--- config.mk ---
export PLATFORM = sky130hd
export DESIGN_NAME = tl_intersection_scheduler
export DESIGN_NICKNAME = d
export VERILOG_FILES = /design/src/rtl/tl_pkg.sv /design/src/rtl/tl_phase_timer.sv /design/src/rtl/tl_intersection_scheduler.sv
export SDC_FILE = /design/constraint.sdc
export NUM_CORES = 1
export LEC_CHECK = 0
export ABC_AREA = 1
export BUFFER_PORTS_ARGS = -buffer_cell sky130_fd_sc_hd__buf_2
export CAP_MARGIN = 10
export CORE_MARGIN = 1
export CORE_UTILIZATION = 55
export CTS_BUF_LIST = sky130_fd_sc_hd__clkbuf_16
export DETAILED_ROUTE_END_ITERATION = 16
export PLACE_DENSITY = 0.75
export SETUP_SLACK_MARGIN = 0.15
export SLEW_MARGIN = 20
export SYNTH_ARGS = -nofsm -noshare
export SYNTH_HDL_FRONTEND = slang
export SYNTH_HIERARCHICAL = 1
export SYNTH_SLANG_ARGS = --single-unit
--- constraint.sdc ---
create_clock -name sys_clk -period 3.4 [get_ports sys_clk]
set_clock_uncertainty 0.1 [all_clocks]
set_input_delay 0 -clock sys_clk [delete_from_list [all_inputs] [get_ports sys_clk]]
set_output_delay 0 -clock sys_clk [all_outputs]
set_load 0.005 [all_outputs]
--- src/rtl/tl_pkg.sv ---
// tl_pkg: shared definitions for the intersection scheduler.
//   - tl_state_t : phase/state codes (also driven on the phase output)
//   - TL_GREEN / TL_YELLOW / TL_RED : one-hot signal head encodings
//   - default phase durations in seconds
//   - tl_heads() : maps a state to the {NS, EW} head encodings
package tl_pkg;

  typedef enum logic [2:0] {
    ST_INIT_RED  = 3'd0,
    ST_NS_GREEN  = 3'd1,
    ST_NS_YELLOW = 3'd2,
    ST_NS_CLEAR  = 3'd3,
    ST_EW_GREEN  = 3'd4,
    ST_EW_YELLOW = 3'd5,
    ST_EW_CLEAR  = 3'd6
  } tl_state_t;

  localparam logic [2:0] TL_GREEN  = 3'b001;
  localparam logic [2:0] TL_YELLOW = 3'b010;
  localparam logic [2:0] TL_RED    = 3'b100;

  localparam logic [7:0] TL_GREEN_TIME_DEF  = 8'd20;
  localparam logic [7:0] TL_YELLOW_TIME_DEF = 8'd3;
  localparam logic [7:0] TL_ALLRED_TIME_DEF = 8'd2;
  localparam logic [7:0] TL_PED_TIME_DEF    = 8'd10;

  // Returns {ns_head, ew_head}. Any state not listed (INIT_RED, CLEAR
  // states, illegal codes) is all-red, so both heads can never be
  // non-red at the same time.
  function automatic logic [5:0] tl_heads(input tl_state_t s);
    case (s)
      ST_NS_GREEN:  tl_heads = {TL_GREEN,  TL_RED};
      ST_NS_YELLOW: tl_heads = {TL_YELLOW, TL_RED};
      ST_EW_GREEN:  tl_heads = {TL_RED,    TL_GREEN};
      ST_EW_YELLOW: tl_heads = {TL_RED,    TL_YELLOW};
      default:      tl_heads = {TL_RED,    TL_RED};
    endcase
  endfunction

endpackage

--- src/rtl/tl_phase_timer.sv ---
// tl_phase_timer: 8-bit loadable down-counter for phase timing.
// Ports:
//   clk, rst      clock, asynchronous active-high reset (count <= RESET_VAL)
//   i_tick        1 s strobe; decrements while count > 1
//   i_hold        freezes the count and suppresses expiry
//   i_load        load i_load_val (takes priority over counting)
//   i_load_val    value to load
//   o_count       current count (registered, never 0 with legal loads)
//   o_expire      count == 1 and an un-held tick this cycle
module tl_phase_timer
  import tl_pkg::*;
#(
  parameter logic [7:0] RESET_VAL = TL_ALLRED_TIME_DEF
) (
  input  logic       clk,
  input  logic       rst,
  input  logic       i_tick,
  input  logic       i_hold,
  input  logic       i_load,
  input  logic [7:0] i_load_val,
  output logic [7:0] o_count,
  output logic       o_expire
);

  logic [7:0] r_count;

  assign o_count  = r_count;
  assign o_expire = i_tick && !i_hold && (r_count == 8'd1);

  always_ff @(posedge clk or posedge rst) begin
    if (rst) begin
      r_count <= RESET_VAL;
    end else if (i_load) begin
      r_count <= i_load_val;
    end else if (i_tick && !i_hold && (r_count > 8'd1)) begin
      r_count <= r_count - 8'd1;
    end
  end

endmodule

--- src/rtl/tl_intersection_scheduler.sv ---
// tl_intersection_scheduler: two-road traffic light sequencer with latched
// pedestrian requests. Cycle: INIT_RED -> NS_GREEN -> NS_YELLOW -> NS_CLEAR
// -> EW_GREEN -> EW_YELLOW -> EW_CLEAR -> NS_GREEN. Timers advance on tick_1s.
// Optional feature macro: TL_EMERGENCY_EN (adds emerg_req preemption).
// Ports:
//   sys_clk, sys_rst_p       clock, asynchronous active-high reset
//   tick_1s                  one-cycle 1 s strobe
//   ped_req_ns, ped_req_ew   pedestrian requests (any width, rising edge latched)
//   emerg_req                emergency preemption level (TL_EMERGENCY_EN only)
//   light_ns, light_ew       one-hot heads: 001 green, 010 yellow, 100 red
//   walk_ns, walk_ew         walk grants
//   light_t                  seconds remaining in current phase
//   phase                    current state code
module tl_intersection_scheduler
  import tl_pkg::*;
#(
  parameter logic [7:0] GREEN_TIME  = TL_GREEN_TIME_DEF,
  parameter logic [7:0] YELLOW_TIME = TL_YELLOW_TIME_DEF,
  parameter logic [7:0] ALLRED_TIME = TL_ALLRED_TIME_DEF,
  parameter logic [7:0] PED_TIME    = TL_PED_TIME_DEF
) (
  input  logic       sys_clk,
  input  logic       sys_rst_p,
  input  logic       tick_1s,
  input  logic       ped_req_ns,
  input  logic       ped_req_ew,
`ifdef TL_EMERGENCY_EN
  input  logic       emerg_req,
`endif
  output logic [2:0] light_ns,
  output logic [2:0] light_ew,
  output logic       walk_ns,
  output logic       walk_ew,
  output logic [7:0] light_t,
  output logic [2:0] phase
);

  // Walk ends on the tick that takes light_t from this value down to
  // GREEN_TIME-PED_TIME, i.e. after PED_TIME ticks of green.
  localparam logic [7:0] WALK_LAST_T = GREEN_TIME - PED_TIME + 8'd1;

  tl_state_t  r_state;
  logic [2:0] r_light_ns, r_light_ew;
  logic       r_walk_ns, r_walk_ew;
  logic       r_pend_ns, r_pend_ew;
  logic       r_req_ns_prev, r_req_ew_prev;

  tl_state_t  w_next_state;
  logic       w_load, w_hold, w_expire;
  logic [7:0] w_load_val, w_light_t;
  logic       w_rise_ns, w_rise_ew, w_enter_ns, w_enter_ew, w_walk_end;

  function automatic logic [7:0] duration(input tl_state_t s);
    case (s)
      ST_NS_GREEN, ST_EW_GREEN:   duration = GREEN_TIME;
      ST_NS_YELLOW, ST_EW_YELLOW: duration = YELLOW_TIME;
      default:                    duration = ALLRED_TIME;
    endcase
  endfunction

  // Kept apart from the next-state block: the timer's expiry depends on hold.
`ifdef TL_EMERGENCY_EN
  assign w_hold = emerg_req && ((r_state == ST_INIT_RED) ||
                                (r_state == ST_NS_CLEAR) ||
                                (r_state == ST_EW_CLEAR));
`else
  assign w_hold = 1'b0;
`endif

  tl_phase_timer #(.RESET_VAL(ALLRED_TIME)) u_timer (
    .clk        (sys_clk),
    .rst        (sys_rst_p),
    .i_tick     (tick_1s),
    .i_hold     (w_hold),
    .i_load     (w_load),
    .i_load_val (w_load_val),
    .o_count    (w_light_t),
    .o_expire   (w_expire)
  );

  always_comb begin
    w_next_state = r_state;
    w_load       = 1'b0;
    w_load_val   = ALLRED_TIME;
    case (r_state)
      ST_INIT_RED:  if (w_expire) w_next_state = ST_NS_GREEN;
      ST_NS_GREEN:  if (w_expire) w_next_state = ST_NS_YELLOW;
      ST_NS_YELLOW: if (w_expire) w_next_state = ST_NS_CLEAR;
      ST_NS_CLEAR:  if (w_expire) w_next_state = ST_EW_GREEN;
      ST_EW_GREEN:  if (w_expire) w_next_state = ST_EW_YELLOW;
      ST_EW_YELLOW: if (w_expire) w_next_state = ST_EW_CLEAR;
      ST_EW_CLEAR:  if (w_expire) w_next_state = ST_NS_GREEN;
      default:      w_next_state = ST_INIT_RED;
    endcase
`ifdef TL_EMERGENCY_EN
    // Preemption cuts a running green short; yellow then completes normally.
    if (emerg_req && (r_state == ST_NS_GREEN)) w_next_state = ST_NS_YELLOW;
    if (emerg_req && (r_state == ST_EW_GREEN)) w_next_state = ST_EW_YELLOW;
`endif
    if (w_next_state != r_state) begin
      w_load     = 1'b1;
      w_load_val = duration(w_next_state);
    end
  end

  assign w_rise_ns  = ped_req_ns && !r_req_ns_prev;
  assign w_rise_ew  = ped_req_ew && !r_req_ew_prev;
  assign w_enter_ns = (w_next_state == ST_NS_GREEN) && (r_state != ST_NS_GREEN);
  assign w_enter_ew = (w_next_state == ST_EW_GREEN) && (r_state != ST_EW_GREEN);
  assign w_walk_end = tick_1s && (w_light_t == WALK_LAST_T);

  always_ff @(posedge sys_clk or posedge sys_rst_p) begin
    if (sys_rst_p) begin
      r_state       <= ST_INIT_RED;
      r_light_ns    <= TL_RED;
      r_light_ew    <= TL_RED;
      r_walk_ns     <= 1'b0;
      r_walk_ew     <= 1'b0;
      r_pend_ns     <= 1'b0;
      r_pend_ew     <= 1'b0;
      r_req_ns_prev <= 1'b0;
      r_req_ew_prev <= 1'b0;
    end else begin
      r_state                  <= w_next_state;
      {r_light_ns, r_light_ew} <= tl_heads(w_next_state);
      r_req_ns_prev            <= ped_req_ns;
      r_req_ew_prev            <= ped_req_ew;

      // A request rising on the entry edge is served by that green directly.
      if (w_enter_ns)     r_pend_ns <= 1'b0;
      else if (w_rise_ns) r_pend_ns <= 1'b1;
      if (w_enter_ew)     r_pend_ew <= 1'b0;
      else if (w_rise_ew) r_pend_ew <= 1'b1;

      if (w_enter_ns)                        r_walk_ns <= r_pend_ns || w_rise_ns;
      else if (w_next_state != ST_NS_GREEN)  r_walk_ns <= 1'b0;
      else if (w_walk_end)                   r_walk_ns <= 1'b0;

      if (w_enter_ew)                        r_walk_ew <= r_pend_ew || w_rise_ew;
      else if (w_next_state != ST_EW_GREEN)  r_walk_ew <= 1'b0;
      else if (w_walk_end)                   r_walk_ew <= 1'b0;
    end
  end

  assign light_ns = r_light_ns;
  assign light_ew = r_light_ew;
  assign walk_ns  = r_walk_ns;
  assign walk_ew  = r_walk_ew;
  assign light_t  = w_light_t;
  assign phase    = r_state;

endmodule
; Word-level counts from Yosys, hierarchy flattened
; Cells that the tools add are included.
; W data, S select, Z words.
[word_totals]
inputBits = 5
register_bits = 23
word_cells = 71
[classes]
n_lt_le_gt_ge = 1
n_mux = 22
n_eq_ne = 17
n_reduce_logical = 20
add_sub_neg = 1
[op_table]
columns = cell, n
row1 = $pmux W6 S4, 1
row2 = $mux W3, 6
row3 = $pmux W3 S6, 1
row4 = $mux W8, 2
row5 = $eq A3 B3 Y1 const B, 5
row6 = $mux W1, 10
row7 = $pmux W5 S2, 1
row8 = $eq A3 B2 Y1 const B, 3
row9 = $eq A8 B1 Y1 const B, 1
row10 = $eq A8 B4 Y1 const B, 1
row11 = $gt A8 B1 Y1 const B, 1
row12 = $sub A8 B1 Y8 const B, 1
row13 = $logic_and A1 B1 Y1, 7
row14 = $eq A3 B1 Y1 const B, 2
row15 = $ne A3 B1 Y1 const B, 2
row16 = $ne A3 B3 Y1 const B, 2
row17 = $reduce_bool A2 Y1, 3
row18 = $reduce_bool A3 Y1, 2
row19 = $reduce_or A2 Y1, 3
row20 = $mux W5, 1
row21 = $logic_not A3 Y1, 1
row22 = $ne A3 B3 Y1, 1
row23 = $logic_not A1 Y1, 2
row24 = $logic_or A1 B1 Y1, 2

; Longest topological paths before layout
; Gate-level depths: netlist (run 1).
[logic_depth]
ltp_word = 9
depth_mapped = 18
mapped_depth_nobuf = 18

; By module
; Netlist (run 1), hierarchy kept.
[modules_own_cells]
columns = mod, area_each_um2, cells_per_inst, n_inst
row1 = tl_intersection_scheduler, 700.7, 84, 1
row2 = tl_phase_timer, 693.2, 98, 1

; Worst setup path after synthesis (run 1)
; OpenSTA, ideal clock, no wires.
[synth_path]
path_type = register to register
startpoint = register u_timer.r_count[1], in the netlist u_timer/o_count[1]
endpoint = register u_timer.r_count[2], in the netlist u_timer/o_count[2]
synth_period_minus_slack_ns = 2.388
arrival_ns = 2.214
path_slack_ns = 1.012
path_buffers = 0
path_stages_with_launch = 19
setup_time_ns = 0.074
required_time_ns = 3.226
path_cell_list = dfstp_2 > inv_1 > ha_1 > inv_1 > nor2_1 > nand2_2 > nor3_1 > inv_1 > nand2_2 > nand2_1 > nor2_2 > nand3_2 > nor2_4 > nor2_1 > nor2_1 > nor2_1 > a21oi_1 > nand2_2 > o21ai_2
[synth_between]
elab_chain_len = 9
elab_cells_between_ends = 25
cone_classes = add/sub: 1 / order compare: 1 / eq/ne: 6 / mux: 12 / reduce/logical: 5
[synth_rtl]
columns = item, line
row1 = "start, declared", tl_phase_timer.sv:25  ; logic [7:0] r_count;
row2 = "start signal, assigned", tl_phase_timer.sv:34  ; r_count <= i_load_val;
row3 = "start signal, assigned", tl_phase_timer.sv:36  ; r_count <= r_count - 8'd1;
row4 = $eq A8 B1 Y1 *, tl_phase_timer.sv:28  ; assign o_expire = i_tick && !i_hold && (r_count == 8'd1);
row5 = $logic_and A1 B1 Y1 *, tl_phase_timer.sv:28
row6 = net w_expire, tl_intersection_scheduler.sv:49  ; logic w_load, w_hold, w_expire;
row7 = "$mux W3, or another cell as far along", "tl_intersection_scheduler.sv:86, tl_intersection_scheduler.sv:92"
row8 = $pmux W3 S6 *, tl_intersection_scheduler.sv:85  ; case (r_state)
row9 = net w_next_state[0], tl_intersection_scheduler.sv:48  ; tl_state_t w_next_state;
row10 = "$eq A3 B3 Y1, or another cell as far along", tl_intersection_scheduler.sv:54  ; case (s)
row11 = $reduce_or A2 Y1, tl_intersection_scheduler.sv:54
row12 = $pmux W5 S2, tl_intersection_scheduler.sv:54
row13 = $mux W5 *, tl_intersection_scheduler.sv:100  ; if (w_next_state != r_state) begin
row14 = net w_load_val[2], tl_intersection_scheduler.sv:50  ; logic [7:0] w_load_val, w_light_t;
row15 = $mux W8 *, tl_phase_timer.sv:33  ; end else if (i_load) begin
; Mark *: on every way through the listed nets, which the timed path passes. The rest lies on a longest branch. The select of a mux whose other input is x is not followed.
; A chain may end at the register's enable or synchronous reset.

; Worst setup path in the final report (run 1)
[layout_path]
startpoint = register u_timer.r_count[1], in the netlist u_timer/o_count[1]
endpoint = register u_timer.r_count[2], in the netlist u_timer/o_count[2]
[layout_between]
elab_chain_len = 9
elab_cells_between_ends = 25
cone_classes = add/sub: 1 / order compare: 1 / eq/ne: 6 / mux: 12 / reduce/logical: 5
[layout_rtl]
columns = item, line
row1 = $eq A8 B1 Y1 *, tl_phase_timer.sv:28
row2 = $logic_and A1 B1 Y1 *, tl_phase_timer.sv:28
row3 = net w_expire, tl_intersection_scheduler.sv:49
row4 = "$mux W3, or another cell as far along", "tl_intersection_scheduler.sv:86, tl_intersection_scheduler.sv:92"
row5 = $pmux W3 S6 *, tl_intersection_scheduler.sv:85
row6 = "$eq A3 B3 Y1, or another cell as far along", tl_intersection_scheduler.sv:54
row7 = $reduce_or A2 Y1, tl_intersection_scheduler.sv:54
row8 = $pmux W5 S2, tl_intersection_scheduler.sv:54
row9 = $mux W5 *, tl_intersection_scheduler.sv:100
row10 = net w_load_val[2], tl_intersection_scheduler.sv:50
row11 = $mux W8 *, tl_phase_timer.sv:33
; Marks and branches as above.

==> out/qor.yml, run 1 <==
outcome: "finished, final reports clean"
cts-root-to-sink-buffers: 2
tns_ns: 0
grt_use_total_pct: 25.7
worst_r2r_path_depth: 18
synth.ff_latch_count: 23
grt_overflow_total: 0
cts.root.buffer_cell: "sky130_fd_sc_hd__clkbuf_16"
cts_buffers: 3
design.portCount: 24
grt_pass1_vias: 1171
critPathLaunch: "u_timer/o_count[1]"
r2r_slack_ns: 0.59
dr.pass1.iters: 4
place.gp.congestion: 0.884
power_per_cell_area_nw_per_um2: 826
layout-drive-gt1-share_pct: 31.3
slew_headroom_pct: 64.0
rows: 17
drt-wirelength-per-cell_um: 12.1
clk-insertion-delay-late_ns: 0.25
critical_path.reg2reg.startpoint: "u_timer/o_count[1]"
xor_xnor_share_of_the_synthesized_area_pct: 0
dp_hpwl_mm: 2.25
filler_cell_count: 198
antenna_cells_inserted: 0
cts.repair.resized: 0
drc_violation_count_after_routing: 0
grt_antenna_before_repair: 0
design.core.area_um2: 2300
reg2reg_to: "u_timer/o_count[2]"
synth.avg_cell_area_um2: 7.66
grt_start_max_net_pins: 16
finalHoldViolations: 0
die_height_um: 52.3
cap_viol_max_count: 0
critical_path_peak_fanout: 6
max-vdd-ir-drop_mv: 0.504
synthArstFlopShare_pct: 100
synth-warning-count: 6
worst_setup_hold_path_clk_slew_ns: 0.06
worstSetupPathType: "reg -> reg"
synth_top_family_by_area: "simple AND/OR/NAND/NOR gates"
cp.arrival_ns: 2.89
period_minus_slack_ns: 2.81
postCtsSetupBuffers: 0
worst-slew-pin-transition_ns: 0.539
drtIter0Drc: 30
synth_unique_cells: 28
initial_utilization_pct: 60.7
wirelength_mm: 2.92
num_vias: 1231
total_die_area_um2: 2740
holdWs_ns: 0.105
post_synth_instance_area_um2: 1390
synth_top_area_cell: "sky130_fd_sc_hd__dfrtp_1"
syn_inst: 182
synth_seq_area_share_pct: 41.6
cts_htree_levels: 1
mean_number_of_vias_per_cell: 5.09
fin_crit_sh_pct: 82.6
synth.area.mux_share_pct: 0
finalNetCount: 222
grt_setup_unrepaired: "false"
placement.io_buffers: 23
grt_pass1_wl_mm: 5.09
ys_top_cells_by_area: "sky130_fd_sc_hd__dfrtp_1 (36%), sky130_fd_sc_hd__nand2_1 (12%), sky130_fd_sc_hd__nand3_1 (6.1%)"
drt.antenna.violating_nets: 0
synthSimpleGateAreaFrac_pct: 37.7
required_ns: 3.48
tritoncts_clock_tree: "built"
dieWidth_um: 52.3
timing.fmax_mhz: 356
multi_input_comb_area_um2: 698
p_leak_uw: 0.000868
timing.critical_path.to: "u_timer/o_count[2]"
start_kind: "flip-flop"
hp-class: "in -> reg"
timing_max_transition_violations_final: 0
synth-edff-count: 0
finalSetupViolations: 0
area_occupied_by_registers_um2: 579
clkSinkCount: 23
ctsHoldBuffers: 3
timing.critical_path.to_type: "flip-flop"
yosys_most_used_dff: "sky130_fd_sc_hd__dfrtp_1"
synth.top_cell.area_share_pct: 35.9
syn_to_layout_area_delta_pct: 18.2
synth-adder-area-share_pct: 1.80
synth_compound_gate_area_share_pct: 8.98
cells in the mapped netlist (3+ instances only):
cell type and n:
sky130_fd_sc_hd__nand3_1 17, sky130_fd_sc_hd__dfrtp_1 20, sky130_fd_sc_hd__o21ai_0 7, sky130_fd_sc_hd__o21ai_2 5
sky130_fd_sc_hd__nand2_2 11, sky130_fd_sc_hd__inv_1 21, sky130_fd_sc_hd__dfstp_2 3, sky130_fd_sc_hd__nand2_1 43
sky130_fd_sc_hd__a21oi_1 5, sky130_fd_sc_hd__nand3_2 3, sky130_fd_sc_hd__inv_2 6, sky130_fd_sc_hd__nor2_2 3
sky130_fd_sc_hd__nor2_1 17
layout by cell type, fill, tap and decap left out, types with 2 or more instances in the layout:
master and count:
sky130_fd_sc_hd__nand2_2 11, sky130_fd_sc_hd__nor2_4 2, sky130_fd_sc_hd__nor2_1 17, sky130_fd_sc_hd__buf_2 23, sky130_fd_sc_hd__o21ai_0 7, sky130_fd_sc_hd__a21oi_1 5
sky130_fd_sc_hd__dfrtp_1 20, sky130_fd_sc_hd__clkbuf_16 3, sky130_fd_sc_hd__or2_2 2, sky130_fd_sc_hd__nor2_2 3, sky130_fd_sc_hd__o21ai_2 5, sky130_fd_sc_hd__nand2_1 43
sky130_fd_sc_hd__conb_1 6, sky130_fd_sc_hd__inv_1 21, sky130_fd_sc_hd__dlygate4sd3_1 3, sky130_fd_sc_hd__inv_2 6, sky130_fd_sc_hd__nor3_1 2, sky130_fd_sc_hd__dfstp_2 3
sky130_fd_sc_hd__nand2_4 2, sky130_fd_sc_hd__nand3_2 3, sky130_fd_sc_hd__nand4_1 2, sky130_fd_sc_hd__nand3_1 17, sky130_fd_sc_hd__ha_1 2
worst max-delay path, stage by stage, from the launching register on:
cell and delay [ns]:
sky130_fd_sc_hd__dfstp_2 0.38, sky130_fd_sc_hd__inv_1 0.14, sky130_fd_sc_hd__ha_1 0.17, sky130_fd_sc_hd__inv_1 0.04, sky130_fd_sc_hd__nor2_1 0.13, sky130_fd_sc_hd__nand2_2 0.10
sky130_fd_sc_hd__nor3_1 0.37, sky130_fd_sc_hd__inv_1 0.14, sky130_fd_sc_hd__nand2_2 0.14, sky130_fd_sc_hd__nand2_1 0.07, sky130_fd_sc_hd__nand2_2 0.09, sky130_fd_sc_hd__nand3_1 0.10
sky130_fd_sc_hd__nor2_2 0.18, sky130_fd_sc_hd__nor2_1 0.07, sky130_fd_sc_hd__nor2_1 0.17, sky130_fd_sc_hd__nor2_1 0.07, sky130_fd_sc_hd__a21oi_1 0.16, sky130_fd_sc_hd__nand2_2 0.08
sky130_fd_sc_hd__o21ai_2 0.05
area by class of cell:
| type | instances | share of cell area [%] |
|---|---|---|
| multi-input cells | 133 | 42.4 |
| clock inverters | 1 | 0.456 |
| clock buffers | 3 | 4.56 |
| well taps | 28 | 2.13 |
| repair buffers | 26 | 8.81 |
| flip-flops and latches | 23 | 35.2 |
| inverters | 28 | 6.53 |
report_power, final:
part / total (µW) / internal [µW] / switching [µW]
logic: 652 / 246 / 406
clock network: 253 / 159 / 94.2
registers: 455 / 368 / 86.9
total: 1360 / 774 / 587
metal layers:
metal	vias up	track usage, %	wire length, µm
li1	624	-	-
met1	577	34.8	1420
met2	28	40.5	1360
met3	2	5.22	131
met4	0	9.21	14
met5	-	0	0
flip-flops by register name (all words and copies together) (netlist names), 3 cells and up:
| name | count |
|---|---|
| u_timer/o_count | 8 |
| light_ew | 3 |
| light_ns | 3 |
| phase | 3 |
worst min-delay path by stage:
| stage | start | to | depth (start not counted) |
|---|---|---|---|
| global route | tick_1s | walk_ns | 6 |
| detailed placement | sys_rst_p | u_timer/o_count[6] | 2 |
| finish | tick_1s | walk_ew | 6 |
| CTS | tick_1s | walk_ew | 6 |
| floorplan | sys_rst_p | u_timer/o_count[0] | 1 |
| global placement | sys_rst_p | u_timer/o_count[6] | 2 |
stage by stage:
stage | power (µW) | utilization, % | area, µm² | instances | setup slack (ns)
final | 1360 | 71.7 | 1650 | 242 | 0.590
after floorplan | 936 | - | 1410 | 187 | 1.01
after CTS | 1370 | 71.7 | 1650 | 242 | 0.614
after global routing | 1490 | 71.7 | 1650 | 242 | 0.350
after detailed placement | 1110 | 66.8 | 1540 | 235 | 0.670
after global placement | 1080 | 66.8 | 1540 | 235 | 0.831
cells by family after synthesis:
group	after synthesis
AOI/OAI and AO/OA	20
adders and majority gates	2
DFF	23
other	1
buffers and inverters	31
and+or+nand+nor	105
No activity file was read; power rests on OpenSTA's default activity.
==> run 2, diff against run 1 <==
clock period = 2.7 ns   (was 3.4 ns; I/O delays follow)
==> run 2 against run 1 <==
Net effect:
- fmax up 15%
- die area unchanged
- critical endpoint unchanged
- worst hold slack better by 0.046 ns
- design area up 4.5%
- clock power up 28%
- sequential share of layout area down 1.5 points
- flip-flop and latch count unchanged
- power up 33%
- clock-buffer cell count unchanged
- global-route usage down 1.1 points
- utilization up 3.2 points
- setup slack worse by 0.33 ns
==> out/qor.yml, run 2 (synthesized netlist as in run 1, its figures left out) <==
tns_ns: 0
cap_viol_max_count: 0
rows: 17
tritoncts_clock_tree: "built"
grt_overflow_total: 0
grt_setup_unrepaired: "false"
r2r_slack_ns: 0.26
number_of_flip_flops_in_the_largest_register: 8
place_ws_ns: 0.187
power_per_cell_area_nw_per_um2: 1050
period_minus_slack_ns: 2.44
syn_to_layout_area_delta_pct: 23.5
drc_violation_count_after_routing: 0
finalSetupViolations: 0
hp-class: "in -> async"
dp_hpwl_mm: 2.14
fin_crit_sh_pct: 90.4
timing.fmax_mhz: 410
drt.antenna.violating_nets: 0
finalHoldViolations: 0
cts_htree_levels: 1
cts-root-to-sink-buffers: 2
required_ns: 2.79
p_leak_uw: 0.000912
postLayoutCoreUtil_pct: 74.9
drt-wirelength-per-cell_um: 12.3
placement.io_buffers: 23
worst_setup_hold_path_clk_slew_ns: 0.06
grt_antenna_before_repair: 0
dieWidth_um: 52.3
critPathLaunch: "u_timer/o_count[1]"
worst-slew-pin-transition_ns: 0.548
timing.critical_path.to_type: "flip-flop"
initial_utilization_pct: 60.7
worst_r2r_path_depth: 18
start_kind: "flip-flop"
design.core.area_um2: 2300
worstSetupPathType: "reg -> reg"
drtIter0Drc: 30
grt_start_max_net_pins: 16
commonest_cells_after_routing_fill_and_taps_aside: "sky130_fd_sc_hd__nand2_1 (43), sky130_fd_sc_hd__buf_2 (23), sky130_fd_sc_hd__inv_1 (20), sky130_fd_sc_hd__dfrtp_1 (20), sky130_fd_sc_hd__nor2_1 (17)"
wirelength_mm: 3.08
cts_buffers: 3
cp.arrival_ns: 2.53
critical_path.reg2reg.startpoint: "u_timer/o_count[1]"
critical_path_peak_fanout: 5
design.portCount: 24
antenna_cells_inserted: 0
clk-insertion-delay-late_ns: 0.26
timing_max_transition_violations_final: 0
finalNetCount: 230
die_height_um: 52.3
slew_headroom_pct: 63.4
timing.critical_path.to: "u_timer/o_count[2]"
max-vdd-ir-drop_mv: 0.664
total_die_area_um2: 2740
layout-drive-gt1-share_pct: 35.6
dr.pass1.iters: 4
grt_pass1_wl_mm: 4.82
num_vias: 1298
cts.root.buffer_cell: "sky130_fd_sc_hd__clkbuf_16"
place.gp.congestion: 0.846
post-route-worst-setup-slack_ns: 0.259
grt_pass1_vias: 1065
reg2reg_to: "u_timer/o_count[2]"
layout_commonest_cell: "sky130_fd_sc_hd__nand2_1"
outcome: "finished, final reports clean"
grt_use_total_pct: 24.6
mean_number_of_vias_per_cell: 5.19
clkSinkCount: 23
run 2: area by class of cell:
cell class / count / area, µm²
multi-input cells: 133 / 712
flip-flops and latches: 23 / 579
fillers: 182 / 576
repair buffers: 34 / 205
inverters: 28 / 108
clock buffers: 3 / 75.1
well taps: 28 / 35.0
clock inverters: 1 / 7.51
run 2: per-layer routing:
layer	part of all wire [%]	up-vias	GRT usage (%)
met5	0	-	0
met4	3.2	0	7.89
met3	5.7	13	3.48
met2	45	50	36.9
met1	46	593	36.1
li1	-	642	-
run 2: how the worst min path moves through the flow:
stage	startpoint	endpoint	slack [ns]
after detailed placement	sys_rst_p	u_timer/o_count[0]	-0.11
after global placement	sys_rst_p	u_timer/o_count[6]	-0.12
after global routing	sys_rst_p	u_timer/o_count[0]	0.21
after CTS	tick_1s	walk_ew	0.12
after floorplan	sys_rst_p	u_timer/o_count[0]	-0.29
final	sys_rst_p	u_timer/o_count[6]	0.15
run 2: timing repair:
item                                   CTS  global route
setup buffers                            0             6
hold buffers                             3             0
endpoints found under the hold margin   26             0
setup endpoints to repair                0             4
resized for setup                        0             4
run 2: where the power goes:
| part | total, µW | internal, µW | switching, µW | leakage [µW] |
|---|---|---|---|---|
| combinational | 903 | 367 | 536 | 0.000595 |
| clock | 325 | 201 | 124 | 0.0000371 |
| sequential | 575 | 464 | 111 | 0.000280 |
| total | 1800 | 1030 | 771 | 0.000912 |
run 2: through the flow:
stage / hold WS, ns / total power (µW) / instance area, µm² / cells
2_1_floorplan: -0.285 / 1180 / 1410 / 187
3_3_place_gp: -0.119 / 1360 / 1550 / 237
3_5_place_dp: -0.105 / 1380 / 1550 / 237
4_1_cts: 0.122 / 1720 / 1660 / 244
5_1_grt: 0.210 / 1950 / 1720 / 250
6_report: 0.151 / 1800 / 1720 / 250
run 2: worst max-delay path, cell delays in order (launching register included):
cell                      delay [ns]
sky130_fd_sc_hd__dfstp_2        0.56
sky130_fd_sc_hd__inv_2          0.07
sky130_fd_sc_hd__ha_1           0.18
sky130_fd_sc_hd__inv_1          0.05
sky130_fd_sc_hd__nor2_1         0.04
sky130_fd_sc_hd__nand2_2        0.06
sky130_fd_sc_hd__nor3_2         0.04
sky130_fd_sc_hd__buf_4          0.14
sky130_fd_sc_hd__nand2_2        0.09
sky130_fd_sc_hd__nand2_1        0.07
sky130_fd_sc_hd__nor2_2         0.13
sky130_fd_sc_hd__nand3_2        0.09
sky130_fd_sc_hd__nor2_4         0.17
sky130_fd_sc_hd__nor2_1         0.06
sky130_fd_sc_hd__nor2_1         0.17
sky130_fd_sc_hd__nor2_1         0.09
sky130_fd_sc_hd__a21oi_2        0.13
sky130_fd_sc_hd__nand2_2        0.07
sky130_fd_sc_hd__o21ai_2        0.05
==> run 3, diff against run 2 <==
SLEW_MARGIN = not set   (was 20)
clock period = 2.4 ns   (was 2.7 ns; I/O delays follow)
==> run 3 against run 2 <==
Net effect:
- the run now ends with negative setup slack left
- fmax down 0.45%
- power grew 39%
- setup slack worse by 0.31 ns
- design area grew 18%
- global-route usage grew 9.9 points
- via count rose by 23%
- sequential power up 13%
- critical endpoint unchanged
- largest power group unchanged
- highest routed layer unchanged
==> out/qor.yml, run 3 (synthesized netlist as in run 1, its figures left out) <==
drt-wirelength-per-cell_um: 17.4
cts_buffers: 3
tns_ns: -0.0585
design.portCount: 24
power_per_cell_area_nw_per_um2: 1230
grt_overflow_total: 0
total_die_area_um2: 2740
layout-drive-gt1-share_pct: 50.4
timing.fmax_mhz: 408
layout_commonest_cell: "sky130_fd_sc_hd__nand2_1"
p_leak_uw: 0.00106
grt_antenna_before_repair: 0
outcome: "finished, violations left"
fin_crit_sh_pct: 102
worstSetupPathType: "reg -> reg"
syn_to_layout_area_delta_pct: 46.2
grt_use_total_pct: 34.5
placed_cells: 243
number_of_flip_flops_in_the_largest_register: 8
critical_path_peak_fanout: 6
design.core.area_um2: 2300
dieWidth_um: 52.3
placement.io_buffers: 23
grt_setup_unrepaired: "true"
timing_max_transition_violations_final: 0
failed_checks: "negative setup slack"
tritoncts_clock_tree: "built"
num_vias: 1601
initial_utilization_pct: 60.7
finalNetCount: 256
post-route-worst-setup-slack_ns: -0.0519
period_minus_slack_ns: 2.45
grt_pass1_wl_mm: 6.61
hp-class: "in -> async"
cts.root.buffer_cell: "sky130_fd_sc_hd__clkbuf_16"
finalSetupViolations: 2
die_height_um: 52.3
cts_htree_levels: 1
cts-root-to-sink-buffers: 2
slew_headroom_pct: 62.7
dp_hpwl_mm: 2.35
rows: 17
start_kind: "flip-flop"
holdWs_ns: 0.140
finalHoldViolations: 0
clkSinkCount: 23
worst_setup_hold_path_clk_slew_ns: 0.06
mean_number_of_vias_per_cell: 5.80
place.gp.congestion: 0.866
drc_violation_count_after_routing: 0
cap_viol_max_count: 0
drtIter0Drc: 77
dr.pass1.iters: 7
drt.antenna.violating_nets: 0
grt_start_max_net_pins: 16
timing.critical_path.to_type: "flip-flop"
clk-insertion-delay-late_ns: 0.26
grt_pass1_vias: 1396
cp.arrival_ns: 2.54
place_ws_ns: 0.0314
commonest_cells_after_routing_fill_and_taps_aside: "sky130_fd_sc_hd__nand2_1 (37), sky130_fd_sc_hd__buf_4 (32), sky130_fd_sc_hd__buf_2 (23)"
wirelength_mm: 4.81
antenna_cells_inserted: 0
non_filler_instance_count_after_layout: 276
max-vdd-ir-drop_mv: 1.14
required_ns: 2.49
worst-slew-pin-transition_ns: 0.556
run 3: cell count changes in the layout (fill, tap and decap cells not counted), moves of 2 or more:
cell,before,now
sky130_fd_sc_hd__nor2_4,2,5
sky130_fd_sc_hd__nor2_1,17,14
sky130_fd_sc_hd__nand3_2,4,6
sky130_fd_sc_hd__nand2_1,43,37
sky130_fd_sc_hd__o21ai_2,5,7
sky130_fd_sc_hd__inv_2,7,12
sky130_fd_sc_hd__inv_1,20,15
sky130_fd_sc_hd__nand3_1,16,14
sky130_fd_sc_hd__nand2_2,11,13
sky130_fd_sc_hd__nand2_4,2,6
sky130_fd_sc_hd__buf_4,8,32
run 3: critical path: stages, from the launching register on:
cell and delay (ns):
sky130_fd_sc_hd__dfstp_2 0.38, sky130_fd_sc_hd__inv_2 0.08, sky130_fd_sc_hd__ha_4 0.14, sky130_fd_sc_hd__inv_2 0.03
sky130_fd_sc_hd__nor2_2 0.10, sky130_fd_sc_hd__nand2_2 0.09, sky130_fd_sc_hd__nor3_4 0.22, sky130_fd_sc_hd__inv_2 0.10
sky130_fd_sc_hd__nand2_4 0.14, sky130_fd_sc_hd__nand2_2 0.11, sky130_fd_sc_hd__nand2_2 0.11, sky130_fd_sc_hd__nand2_4 0.07
sky130_fd_sc_hd__nor2_4 0.13, sky130_fd_sc_hd__nor2_2 0.06, sky130_fd_sc_hd__nor2_2 0.11, sky130_fd_sc_hd__nor2_1 0.05
sky130_fd_sc_hd__a21oi_1 0.21, sky130_fd_sc_hd__nand2_2 0.09, sky130_fd_sc_hd__o21ai_2 0.06
run 3: power by group:
group / internal [µW] / switching (µW) / leakage [µW]
Clock: 226 / 143 / 0.0000371
Sequential: 522 / 130 / 0.000280
Combinational: 627 / 864 / 0.000742
run 3: routing by layer:
layer	routed length, µm	part of all wire [%]	vias to the layer above	track usage [%]
li1	-	-	700	-
met3	527	11	26	7.25
met5	0	0	-	0
met4	206	4.3	0	20.2
met2	2190	46	109	53.8
met1	1880	39	766	43.7
run 3: metrics by stage:
stage,utilization (%),power (µW),instance area (µm²)
floorplan,-,1330,1420
global placement,69.9,1620,1610
detailed placement,69.9,1660,1610
CTS,83.2,2240,1910
global route,88.7,2630,2040
finish,88.7,2510,2040
run 3: layout make-up:
class	count	area, µm²
multi-input combinational	134	837
sequential	23	579
timing repair buffer	59	397
fill	116	259
inverter	28	108
clock buffer	3	75.1
tap	28	35.0
clock inverter	1	7.51
run 3: what timing repair did:
action | CTS | global route
cloned | 0 | 1
gates resized for setup | 15 | 20
hold buffers | 3 | 0
setup endpoints to repair | 4 | 6
hold endpoints to repair | 25 | 0
pin swaps | 15 | 16
setup buffers | 19 | 6
run 3: worst paths after layout:
| check | from | end | slack, ns | cells after the start |
|---|---|---|---|---|
| setup / recovery | u_timer/o_count[1] | u_timer/o_count[2] | -0.05 | 18 |
| hold / removal | sys_rst_p | u_timer/o_count[6] | 0.14 | 3 |
| setup reg to reg | u_timer/o_count[1] | u_timer/o_count[2] | -0.05 | 18 |
| hold reg to reg | r_pend_ew | r_pend_ew | 0.38 | 2 |
| max in group asynchronous | sys_rst_p | light_ew[2] | 1.60 | 3 |
| min in group sys_clk | tick_1s | walk_ew | 0.19 | 6 |
